==> src/rtl/recip_table_writer_if.sv <==
// Write-side bus of the reciprocal table generator: build request/status
// plus the single-entry table write port.
interface recip_table_writer_if;
    logic        start;
    logic        busy;
    logic        done;
    logic        wr_en;
    logic [3:0]  wr_addr;
    logic [15:0] wr_data;

    // Generator side: takes the build request, drives status and writes.
    modport master (
        input  start,
        output busy,
        output done,
        output wr_en,
        output wr_addr,
        output wr_data
    );

    // Requester / table-storage side.
    modport slave (
        output start,
        input  busy,
        input  done,
        input  wr_en,
        input  wr_addr,
        input  wr_data
    );
endinterface

==> src/rtl/recip_table_writer.sv <==
// Builds the reciprocal table: entry k = min(floor(NUMER/(k+1)), 255) for
// k = 0..ENTRIES-1, one bit-serial restoring division per entry, each result
// written through a single-entry write port. All outputs are registered.
module recip_table_writer #(
    parameter int unsigned ENTRIES = 12,
    parameter int unsigned NUMER   = 256
) (
    input  logic                 clk,
    input  logic                 rst_n,
    recip_table_writer_if.master bus
);
    localparam logic [8:0] NUM    = 9'(NUMER);
    localparam logic [3:0] LAST_K = 4'(ENTRIES - 1);

    typedef enum logic [1:0] {
        IDLE,
        DIV,
        WRITE
    } state_t;

    state_t      state;
    logic [3:0]  k;
    logic [3:0]  cnt;
    logic [4:0]  rem;
    // Only the low 8 quotient bits are kept between steps; the 9th bit
    // appears on the final shift and is consumed directly from quo_nxt.
    logic [7:0]  quo;

    logic        busy_r;
    logic        done_r;
    logic        wr_en_r;
    logic [3:0]  wr_addr_r;
    logic [15:0] wr_data_r;

    logic [4:0]  divisor;
    logic        n_bit;
    logic [5:0]  rem_sh;
    logic        take;
    logic [4:0]  rem_nxt;
    logic [8:0]  quo_nxt;
    logic [7:0]  q_sat;

    // One restoring-division step: shift in the next numerator bit (MSB
    // first), subtract the divisor when it fits, and saturate the result.
    always_comb begin
        divisor = {1'b0, k} + 5'd1;
        n_bit   = NUM[4'd8 - cnt];
        rem_sh  = {rem, n_bit};
        take    = (rem_sh >= {1'b0, divisor});
        rem_nxt = take ? 5'(rem_sh - {1'b0, divisor}) : rem_sh[4:0];
        quo_nxt = {quo, take};
        q_sat   = quo_nxt[8] ? 8'hFF : quo_nxt[7:0];
    end

    // Build sequencer: IDLE -> (DIV x9 -> WRITE) per entry -> IDLE.
    always_ff @(posedge clk or negedge rst_n) begin
        if (!rst_n) begin
            state     <= IDLE;
            k         <= '0;
            cnt       <= '0;
            rem       <= '0;
            quo       <= '0;
            busy_r    <= 1'b0;
            done_r    <= 1'b0;
            wr_en_r   <= 1'b0;
            wr_addr_r <= '0;
            wr_data_r <= '0;
        end else begin
            done_r <= 1'b0;
            case (state)
                IDLE: begin
                    if (bus.start) begin
                        state  <= DIV;
                        k      <= '0;
                        cnt    <= '0;
                        rem    <= '0;
                        quo    <= '0;
                        busy_r <= 1'b1;
                    end
                end
                DIV: begin
                    rem <= rem_nxt;
                    quo <= quo_nxt[7:0];
                    cnt <= cnt + 4'd1;
                    if (cnt == 4'd8) begin
                        state     <= WRITE;
                        wr_en_r   <= 1'b1;
                        wr_addr_r <= k;
                        wr_data_r <= {8'h00, q_sat};
                    end
                end
                WRITE: begin
                    wr_en_r <= 1'b0;
                    if (k == LAST_K) begin
                        state  <= IDLE;
                        busy_r <= 1'b0;
                        done_r <= 1'b1;
                    end else begin
                        state <= DIV;
                        k     <= k + 4'd1;
                        cnt   <= '0;
                        rem   <= '0;
                        quo   <= '0;
                    end
                end
                default: state <= IDLE;
            endcase
        end
    end

    assign bus.busy    = busy_r;
    assign bus.done    = done_r;
    assign bus.wr_en   = wr_en_r;
    assign bus.wr_addr = wr_addr_r;
    assign bus.wr_data = wr_data_r;
endmodule

==> src/flat_wrapper.sv <==
// flat-port wrapper written by rule: the top's interface ports become plain ports
module recip_table_writer_flat 
#(
    parameter int unsigned ENTRIES = 12,
    parameter int unsigned NUMER   = 256
)
  (clk, rst_n, bus_start, bus_busy, bus_done, bus_wr_en, bus_wr_addr, bus_wr_data);
  recip_table_writer_if bus_i ();
  input  logic clk;
  input  logic rst_n;
  input wire logic [$bits(bus_i.start)-1:0] bus_start;
  output wire logic [$bits(bus_i.busy)-1:0] bus_busy;
  output wire logic [$bits(bus_i.done)-1:0] bus_done;
  output wire logic [$bits(bus_i.wr_en)-1:0] bus_wr_en;
  output wire logic [$bits(bus_i.wr_addr)-1:0] bus_wr_addr;
  output wire logic [$bits(bus_i.wr_data)-1:0] bus_wr_data;
  assign bus_i.start = bus_start;
  assign bus_busy = bus_i.busy;
  assign bus_done = bus_i.done;
  assign bus_wr_en = bus_i.wr_en;
  assign bus_wr_addr = bus_i.wr_addr;
  assign bus_wr_data = bus_i.wr_data;
  recip_table_writer #(.ENTRIES(ENTRIES), .NUMER(NUMER)) u_core (.clk(clk), .rst_n(rst_n), .bus(bus_i));
endmodule
==> config.mk <==
export PLATFORM = sky130hd
export DESIGN_NAME = recip_table_writer_flat
export DESIGN_NICKNAME = d
export VERILOG_FILES = /design/src/rtl/recip_table_writer_if.sv /design/src/rtl/recip_table_writer.sv /design/src/flat_wrapper.sv
export SDC_FILE = /design/constraint.sdc
export NUM_CORES = 1
export LEC_CHECK = 0
export ABC_AREA = 1
export BUFFER_PORTS_ARGS = -buffer_cell sky130_fd_sc_hd__buf_2
export CORE_UTILIZATION = 57
export DETAILED_ROUTE_END_ITERATION = 7
export PLACE_DENSITY_LB_ADDON = 0.2
export SLEW_MARGIN = 20
export SYNTH_ARGS = -nofsm -noshare
export SYNTH_HDL_FRONTEND = slang
export SYNTH_SLANG_ARGS = --single-unit
==> constraint.sdc <==
create_clock -name clk -period 2.2 [get_ports clk]
set_clock_uncertainty 0.05 [all_clocks]
set_input_delay 0.44 -clock clk [delete_from_list [all_inputs] [get_ports clk]]
set_output_delay 0.44 -clock clk [all_outputs]
set_load 0.01 [all_outputs]
==> flow_summary.json, run 1 <==
{
  "outcome": "finished, final reports clean",
  "number_of_flops_mapped_to_enable_cells_by_yosys": 0,
  "antenna_found_initial": 0,
  "post_route_cells_drive_above_1_share_pct": 23.8,
  "setup_tns_ns": 0,
  "unique_cell_type_count_in_the_yosys_netlist": 32,
  "htree_num_levels": 2,
  "max_cap_viol_count": 0,
  "grt_start_max_net_pins": 39,
  "dr_total_vias": 1474,
  "layout.nets": 259,
  "post_drt_wl_per_cell_um": 12.4,
  "r2r_slack_ns": 0.17,
  "wirelength_um": 3640,
  "synthCells": 220,
  "endpoint_kind": "register",
  "synth-seq-area-share_pct": 47.5,
  "drt_first_pass_iters": 4,
  "synth_flop_cell": "sky130_fd_sc_hd__dfrtp_1",
  "power_leakage_uw": 0.00117,
  "synth-warning-count": 0,
  "critical_path_class": "reg2reg",
  "post_synth_instance_area_um2": 2000,
  "critical_path_required_ns": 2.39,
  "cts_max_path_buffers": 2,
  "ys_async_sr_fraction_pct": 100,
  "drt.antenna.violating_nets": 0,
  "grt.total_usage_pct": 21.3,
  "final-max-slew-violation-count": 0,
  "setup_repair_after_global_routing_missed_its_margin": "no",
  "timing.hold.ws_ns": 0.440,
  "dp_hpwl_um": 2630,
  "grt_first_pass_wirelength_um": 5690,
  "clock-root-buffer": "sky130_fd_sc_hd__clkbuf_4",
  "worstSkewPairLatency_ns": 0.33,
  "utilization_pct": 66.3,
  "cts.reportedPaths.clkPinSlew_ns": 0.12,
  "io-pin-count": 26,
  "globalplace.congestion": 0.814,
  "post-route-min-period_ns": 2.03,
  "die_w_um": 61.2,
  "num_antenna_cells": 0,
  "cts_made_buffers": 5,
  "drc_violations_left": 0,
  "cts_tree": "done",
  "syn-mean-instance-area_um2": 9.09,
  "final_hold_viols": 0,
  "cp_max_fo": 7,
  "hp-class": "in2reg",
  "vias_per_cell": 5.01,
  "area_delta_synth_final_pct": 10.6,
  "grt_overflow_total": 0,
  "critical_path.startpoint_type": "register",
  "design.die.area_um2": 3750,
  "final_min_period_over_clock_period_pct": 92.1,
  "num_rows": 21,
  "port_buffers": 17,
  "worst-endpoint-arrival_ns": 2.22,
  "core_area_um2": 3340,
  "finalSetupViolations": 0,
  "cts.sink_count": 38,
  "power.ir.vdd_worst_mv": 0.390,
  "initialDrtViolationCount": 64,
  "initial_utilization_pct": 60.0,
  "first_global_vias": 1254,
  "fmax_ghz": 0.494,
  "postSynthRegisterBits": 38,
  "die_height_um": 61.2,
  "powerDensity_nw_per_um2": 501
}
-- flip-flops by register name, summed over array words and instances (netlist names) --
register / cells
u_core.bus.done: 1
u_core.bus.busy: 1
u_core.bus.wr_addr: 4
u_core.k: 4
u_core.quo: 8
u_core.bus.wr_data: 8
u_core.rem: 5
u_core.state: 2
u_core.cnt: 4
u_core.bus.wr_en: 1
-- power breakdown --
part	switching, µW	total, µW	internal [µW]	leakage (µW)
sequential	0	698	698	0.000481
clock	231	385	154	0.0000343
combinational	20.4	26.5	6.13	0.000650
-- kinds of logic (layout without fill, tap and decap cells) --
family | after synthesis | in the layout | synth area share [%]
and+or+nand+nor | 89 | 89 | 21.6
buffers and inverters | 42 | 63 | 10.3
AOI/OAI and AO/OA | 38 | 38 | 13.1
DFF | 38 | 38 | 47.5
adders and majority gates | 9 | 9 | 6.00
xor gates and xnor gates | 3 | 3 | 1.31
other | 1 | 8 | 0.187
-- Yosys cell counts, types with 2 or more instances --
cell / n / share of area (%)
sky130_fd_sc_hd__a21oi_1: 7 / 1.8
sky130_fd_sc_hd__o22ai_1: 9 / 2.8
sky130_fd_sc_hd__nor2_1: 14 / 2.6
sky130_fd_sc_hd__dfrtp_1: 38 / 48
sky130_fd_sc_hd__o21ai_2: 5 / 2.2
sky130_fd_sc_hd__ha_1: 8 / 5.0
sky130_fd_sc_hd__nand2_4: 2 / 1.1
sky130_fd_sc_hd__nand3_1: 20 / 5.0
sky130_fd_sc_hd__buf_4: 8 / 3.0
sky130_fd_sc_hd__inv_2: 6 / 1.1
sky130_fd_sc_hd__inv_1: 26 / 4.9
sky130_fd_sc_hd__xor2_1: 2 / 0.88
sky130_fd_sc_hd__nand2_1: 44 / 8.3
sky130_fd_sc_hd__a21oi_2: 4 / 1.8
sky130_fd_sc_hd__o21ai_0: 10 / 2.5
-- worst max-delay path, cell delays in order (launching register included) --
cell and delay, ns:
sky130_fd_sc_hd__dfrtp_1 0.41, sky130_fd_sc_hd__ha_1 0.24, sky130_fd_sc_hd__nand3_1 0.12, sky130_fd_sc_hd__ha_1 0.39
sky130_fd_sc_hd__inv_2 0.05, sky130_fd_sc_hd__nor2_1 0.20, sky130_fd_sc_hd__nand3b_4 0.16, sky130_fd_sc_hd__nand2_4 0.13
sky130_fd_sc_hd__nand2_1 0.06, sky130_fd_sc_hd__nand3_1 0.06, sky130_fd_sc_hd__nand2_1 0.05
-- layout by cell type (no fill, tap or decap), types with 2 or more instances in the layout --
| cell | instances |
|---|---|
| sky130_fd_sc_hd__a21oi_1 | 7 |
| sky130_fd_sc_hd__a21oi_2 | 4 |
| sky130_fd_sc_hd__buf_2 | 17 |
| sky130_fd_sc_hd__buf_4 | 4 |
| sky130_fd_sc_hd__clkbuf_4 | 5 |
| sky130_fd_sc_hd__conb_1 | 8 |
| sky130_fd_sc_hd__dfrtp_1 | 38 |
| sky130_fd_sc_hd__ha_1 | 8 |
| sky130_fd_sc_hd__inv_1 | 25 |
| sky130_fd_sc_hd__inv_2 | 7 |
| sky130_fd_sc_hd__nand2_1 | 44 |
| sky130_fd_sc_hd__nand2_4 | 2 |
| sky130_fd_sc_hd__nand3_1 | 20 |
| sky130_fd_sc_hd__nor2_1 | 13 |
| sky130_fd_sc_hd__nor2_2 | 2 |
| sky130_fd_sc_hd__o21ai_0 | 10 |
| sky130_fd_sc_hd__o21ai_2 | 5 |
| sky130_fd_sc_hd__o22ai_1 | 9 |
| sky130_fd_sc_hd__xor2_1 | 2 |
-- per-stage QoR --
| stage | setup WS [ns] | instances | cell area (µm²) | total power, µW |
|---|---|---|---|---|
| after floorplan | 0.263 | 227 | 2030 | 728 |
| after global placement | 0.167 | 283 | 2120 | 738 |
| after detailed placement | 0.0869 | 283 | 2120 | 738 |
| after CTS | 0.0767 | 292 | 2190 | 1120 |
| after global routing | 0.00476 | 294 | 2210 | 1160 |
| final | 0.174 | 294 | 2210 | 1110 |
-- final timing paths --
kind	start	endpoint	cells past startpoint
setup reg to reg	u_core.k[0]	u_core.rem[3]	10
hold / removal	bus_start	u_core.bus.busy	5
max in group asynchronous	rst_n	u_core.cnt[3]	3
hold reg to reg	u_core.bus.wr_addr[0]	u_core.bus.wr_addr[0]	2
setup / recovery	u_core.k[0]	u_core.rem[3]	10
min in group asynchronous	rst_n	u_core.rem[4]	3
-- per-layer routing --
| metal | vias to the layer above | wire [µm] | track usage [%] |
|---|---|---|---|
| li1 | 750 | - | - |
| met3 | 4 | 96 | 4.41 |
| met5 | - | 0 | 0 |
| met4 | 0 | 34 | 7.79 |
| met1 | 697 | 1710 | 27.9 |
| met2 | 23 | 1800 | 34.9 |
-- layout make-up --
type / instances / area [µm²]
clock buffer: 6 / 51.3
multi-input combinational: 147 / 876
tap: 46 / 57.6
inverter: 32 / 120
sequential: 38 / 951
timing repair buffer: 23 / 145
fill: 284 / 1120
clock inverter: 2 / 12.5
-- timing repair --
action	4_1_cts	5_1_grt
hold buffers	1	0
setup buffers	0	2
setup endpoints to repair	0	6
resized for setup	0	3
endpoints found under the hold margin	13	0
Note: power is estimated with default switching activity, not from simulation.
==> run 2, diff against run 1 <==
BUFFER_PORTS_ARGS = -buffer_cell sky130_fd_sc_hd__buf_4   (was -buffer_cell sky130_fd_sc_hd__buf_2)
CORE_UTILIZATION = 54   (was 57)
PLACE_DENSITY = 0.75   (was default)
PLACE_DENSITY_LB_ADDON = default   (was 0.2)
==> run 2 against run 1 <==
  * Sequential cell count is the same
  * Critical path depth grew 2
  * Via count grew 0.41%
  * Largest cell class unchanged
  * Largest power group unchanged
==> flow_summary.json, run 2 (synthesized netlist as in run 1, its figures left out) <==
{
  "critical_path_required_ns": 2.32,
  "post_route_cells_drive_above_1_share_pct": 23.0,
  "die_height_um": 62.9,
  "r2r_slack_ns": 0.16,
  "mostFrequentLayoutCell": "sky130_fd_sc_hd__nand2_1",
  "worst-endpoint-arrival_ns": 2.16,
  "power.ir.vdd_worst_mv": 0.430,
  "grt_overflow_total": 0,
  "die_w_um": 62.9,
  "layout.nets": 255,
  "drt.antenna.violating_nets": 0,
  "post-route-min-period_ns": 2.04,
  "cts_max_path_buffers": 2,
  "clock-root-buffer": "sky130_fd_sc_hd__clkbuf_8",
  "met2WireLength_um": 1760,
  "cts.reportedPaths.clkPinSlew_ns": 0.07,
  "powerDensity_nw_per_um2": 520,
  "cts_hold_buf": 0,
  "hp-class": "in2async",
  "wirelength_um": 3640,
  "first_global_vias": 1429,
  "io-pin-count": 26,
  "nFillCells": 310,
  "cp_max_fo": 7,
  "area_delta_synth_final_pct": 11.6,
  "antenna_found_initial": 0,
  "worstSkewPairLatency_ns": 0.28,
  "finalSetupViolations": 0,
  "setup_repair_after_global_routing_missed_its_margin": "no",
  "final-max-slew-violation-count": 0,
  "vias_per_cell": 5.12,
  "cts.sink_count": 38,
  "drc_violations_left": 0,
  "dr_wl_met3_um": 113,
  "power_leakage_uw": 0.00117,
  "critical_path.startpoint_type": "register",
  "globalplace.congestion": 0.941,
  "grt_first_pass_wirelength_um": 6440,
  "htree_num_levels": 2,
  "endpoint_kind": "register",
  "grt_start_max_net_pins": 39,
  "drt_first_pass_iters": 4,
  "top_routing_layer_in_use": "met4",
  "dp_hpwl_um": 2670,
  "port_buffers": 17,
  "met1_length_um": 1720,
  "initial_utilization_pct": 58.1,
  "setup_tns_ns": 0,
  "num_rows": 21,
  "fmax_ghz": 0.491,
  "timing.hold.ws_ns": 0.0598,
  "design.die.area_um2": 3950,
  "final_hold_viols": 0,
  "cts_made_buffers": 5,
  "dr_total_vias": 1480,
  "max_cap_viol_count": 0,
  "final_cell_mix": "sky130_fd_sc_hd__nand2_1, sky130_fd_sc_hd__dfrtp_1, sky130_fd_sc_hd__inv_1",
  "outcome": "finished, final reports clean",
  "reg2regPathDepth": 12,
  "critical_path_class": "reg2reg",
  "post_drt_wl_per_cell_um": 12.6,
  "grt.total_usage_pct": 21.3,
  "final_min_period_over_clock_period_pct": 92.6,
  "num_antenna_cells": 0,
  "cts_tree": "done",
  "initialDrtViolationCount": 79,
  "core_area_um2": 3440
}
-- run 2: changes by cell type in the layout (fill, tap and decap cells not counted), sizes merged --
cell,previous run,this run
clkinvlp,1,0
clkinv,1,2
buf,22,19
dlygate4sd3,1,0
clkbuf,6,5
-- run 2: where the power goes --
part           leakage [µW]  switching [µW]  internal [µW]
sequential         0.000481               0            698
clock             0.0000438             228            213
combinational      0.000646            19.2           2.31
total               0.00117             247            913
-- run 2: final cells by class --
class	instances	area, µm²	area share (%)
multi-input cells	147	883	39.6
repair buffers	19	143	6.39
inverters	32	120	5.38
clock buffers	5	68.8	3.08
flip-flops and latches	38	951	42.6
well taps	46	57.6	2.58
clock inverters	2	10.0	0.448
-- run 2: metrics by stage --
step                total power [µW]  setup slack (ns)  util, %  cell area, µm²  cells
detailed placement               734             0.100     62.2            2140    282
floorplan                        728             0.263        -            2030    227
global placement                 734             0.174     62.2            2140    282
global route                    1200           0.00549     64.9            2230    289
finish                          1160             0.163     64.9            2230    289
CTS                             1170            0.0774     64.5            2220    289
-- run 2: per-layer routing --
layer | track usage (%) | up-vias
li1 | - | 745
met4 | 7.56 | 0
met1 | 26.6 | 695
met5 | 0 | -
met2 | 35.6 | 34
met3 | 5.29 | 6
-- run 2: critical path: stages, from the launching register on --
cell and delay [ns]:
sky130_fd_sc_hd__dfrtp_1 0.43, sky130_fd_sc_hd__nor2_1 0.14, sky130_fd_sc_hd__nand2_1 0.06, sky130_fd_sc_hd__nand2_1 0.05
sky130_fd_sc_hd__nand2_1 0.06, sky130_fd_sc_hd__ha_1 0.21, sky130_fd_sc_hd__fa_2 0.37, sky130_fd_sc_hd__nand2_1 0.12
sky130_fd_sc_hd__nand3b_4 0.13, sky130_fd_sc_hd__nand2_4 0.12, sky130_fd_sc_hd__nand2_1 0.06, sky130_fd_sc_hd__nand3_1 0.08
sky130_fd_sc_hd__nand2_1 0.06
-- run 2: worst paths after layout --
kind | start | to
hold reg to reg | u_core.bus.wr_addr[0] | u_core.bus.wr_addr[0]
max in group asynchronous | rst_n | u_core.bus.wr_data[2]
hold / removal | rst_n | u_core.rem[4]
setup reg to reg | u_core.cnt[1] | u_core.rem[4]
setup / recovery | u_core.cnt[1] | u_core.rem[4]
min in group clk | u_core.bus.wr_addr[0] | u_core.bus.wr_addr[0]
-- run 2: timing repair --
item | 4_1_cts | 5_1_grt
gates resized for setup | 0 | 4
setup buffers | 0 | 0
endpoints found under the setup margin | 0 | 5
==> run 3, diff against run 2 <==
CAP_MARGIN = 10   (was default)
clock period = 2.3 ns   (was 2.2 ns; I/O delays follow)
==> run 3 against run 2 <==
  * Global-route usage decreased by 0.92 points
  * Largest power group is now the clock network
  * Sequential cell count unchanged
  * Sequential share of layout area decreased by 0.82 points
  * Largest cell class unchanged
==> flow_summary.json, run 3 (synthesized netlist as in run 1, its figures left out) <==
{
  "port_buffers": 17,
  "setup_slack_ns": 0.184,
  "num_antenna_cells": 0,
  "cts_tree": "done",
  "crit_path_top_delay_cell": "sky130_fd_sc_hd__fa_1",
  "cts.sink_count": 38,
  "post-place-cells": 281,
  "cts_max_path_buffers": 2,
  "power_leakage_uw": 0.00119,
  "design.die.area_um2": 3950,
  "post-route-min-period_ns": 2.12,
  "wirelength_um": 3480,
  "hp-class": "in2async",
  "reg2regPathDepth": 12,
  "die_height_um": 62.9,
  "grt.total_usage_pct": 20.4,
  "cpMostUsedCell": "sky130_fd_sc_hd__nand2_1",
  "initial_utilization_pct": 58.1,
  "finalSetupViolations": 0,
  "mostFrequentLayoutCell": "sky130_fd_sc_hd__nand2_1",
  "final-max-slew-violation-count": 0,
  "htree_num_levels": 2,
  "dp_hpwl_um": 2570,
  "setup_tns_ns": 0,
  "cts.reportedPaths.clkPinSlew_ns": 0.08,
  "core_area_um2": 3440,
  "setup_repair_after_global_routing_missed_its_margin": "no",
  "cts_resized": 0,
  "powerDensity_nw_per_um2": 606,
  "grt_first_pass_wirelength_um": 6120,
  "post_drt_wl_per_cell_um": 12.0,
  "grt_start_max_net_pins": 39,
  "r2r-end": "u_core.rem[1]",
  "vias_per_cell": 5.09,
  "final_min_period_over_clock_period_pct": 92.0,
  "num_rows": 21,
  "worstSkewPairLatency_ns": 0.29,
  "initialDrtViolationCount": 83,
  "critical_path_class": "reg2reg",
  "critPathMaxStageDelay_ns": 0.42,
  "r2r_slack_ns": 0.18,
  "endpoint_kind": "register",
  "power_uw": 1380,
  "io-pin-count": 26,
  "antenna_found_initial": 0,
  "worst-endpoint-arrival_ns": 2.25,
  "grt_overflow_total": 0,
  "final_cell_mix": "sky130_fd_sc_hd__nand2_1, sky130_fd_sc_hd__dfrtp_1, sky130_fd_sc_hd__inv_1",
  "dr_total_vias": 1472,
  "timing.rr.start": "u_core.cnt[0]",
  "cts_hold_buf": 0,
  "final_hold_viols": 0,
  "cts_setup_buffers": 0,
  "layout.nets": 254,
  "outcome": "finished, final reports clean",
  "cts_made_buffers": 5,
  "area_delta_synth_final_pct": 13.8,
  "drt.antenna.violating_nets": 0,
  "max_cap_viol_count": 0,
  "clock-root-buffer": "sky130_fd_sc_hd__clkbuf_8",
  "cp_max_fo": 7,
  "drc_violations_left": 0,
  "post_route_cells_drive_above_1_share_pct": 21.4,
  "critical_path.startpoint_type": "register",
  "critical_path_required_ns": 2.43,
  "cp_cell_sequence": "inv_1 -> nand2_1 -> nand2_1 -> nand2_1 -> ha_1 -> fa_1 -> nand2_1 -> nand3b_4 -> nand2_4 -> nand2_1 -> nand3_1 -> nand2_1",
  "die_w_um": 62.9,
  "fmax_ghz": 0.472,
  "preCtsSetupSlack_ns": 0.190,
  "drt_first_pass_iters": 4,
  "number_of_cells_in_the_finished_layout_apart_from_fillers": 289,
  "first_global_vias": 1370,
  "globalplace.congestion": 0.952,
  "power.ir.vdd_worst_mv": 0.418
}
-- run 3: power breakdown --
part / internal (µW) / total, µW / switching (µW)
Combinational: 2.21 / 20.8 / 18.6
Clock: 462 / 691 / 228
Sequential: 668 / 668 / 0
-- run 3: critical path, delay by kind of cell (launching register included) --
kind,cells,cell delay (ns)
DFF,1,0.41
and+or+nand+nor,9,0.77
adders and majority gates,2,0.63
buffers and inverters,1,0.15
-- run 3: per-layer routing --
| metal | global-route usage, % | share of wire (%) |
|---|---|---|
| met1 | 26.8 | 48 |
| met2 | 31.5 | 47 |
| met3 | 6.20 | 4.2 |
| met4 | 7.56 | 1.4 |
| met5 | 0 | 0 |
-- run 3: final cells by class --
class	count	area (µm²)
fillers	285	1160
flip-flops and latches	38	951
multi-input cells	147	871
repair buffers	18	135
inverters	32	120
clock buffers	6	82.6
clock inverters	2	60.1
well taps	46	57.6
-- run 3: through the flow --
step | hold WS, ns | cell area (µm²) | util (%)
after CTS | 0.0867 | 2280 | 66.2
after global routing | 0.106 | 2280 | 66.2
final | 0.0765 | 2280 | 66.2
after floorplan | 0.114 | 2030 | -
after detailed placement | 0.406 | 2130 | 62.0
after global placement | 0.405 | 2130 | 62.0
-- run 3: how the worst max path moves through the flow --
stage	startpoint	end	slack, ns	cells past startpoint
floorplan	u_core.cnt[0]	u_core.rem[4]	0.36	12
global placement	u_core.cnt[0]	u_core.rem[4]	0.27	12
detailed placement	u_core.cnt[2]	u_core.rem[1]	0.19	12
CTS	u_core.cnt[0]	u_core.rem[1]	0.19	12
global route	u_core.cnt[0]	u_core.rem[4]	0.02	12
finish	u_core.cnt[0]	u_core.rem[1]	0.18	12
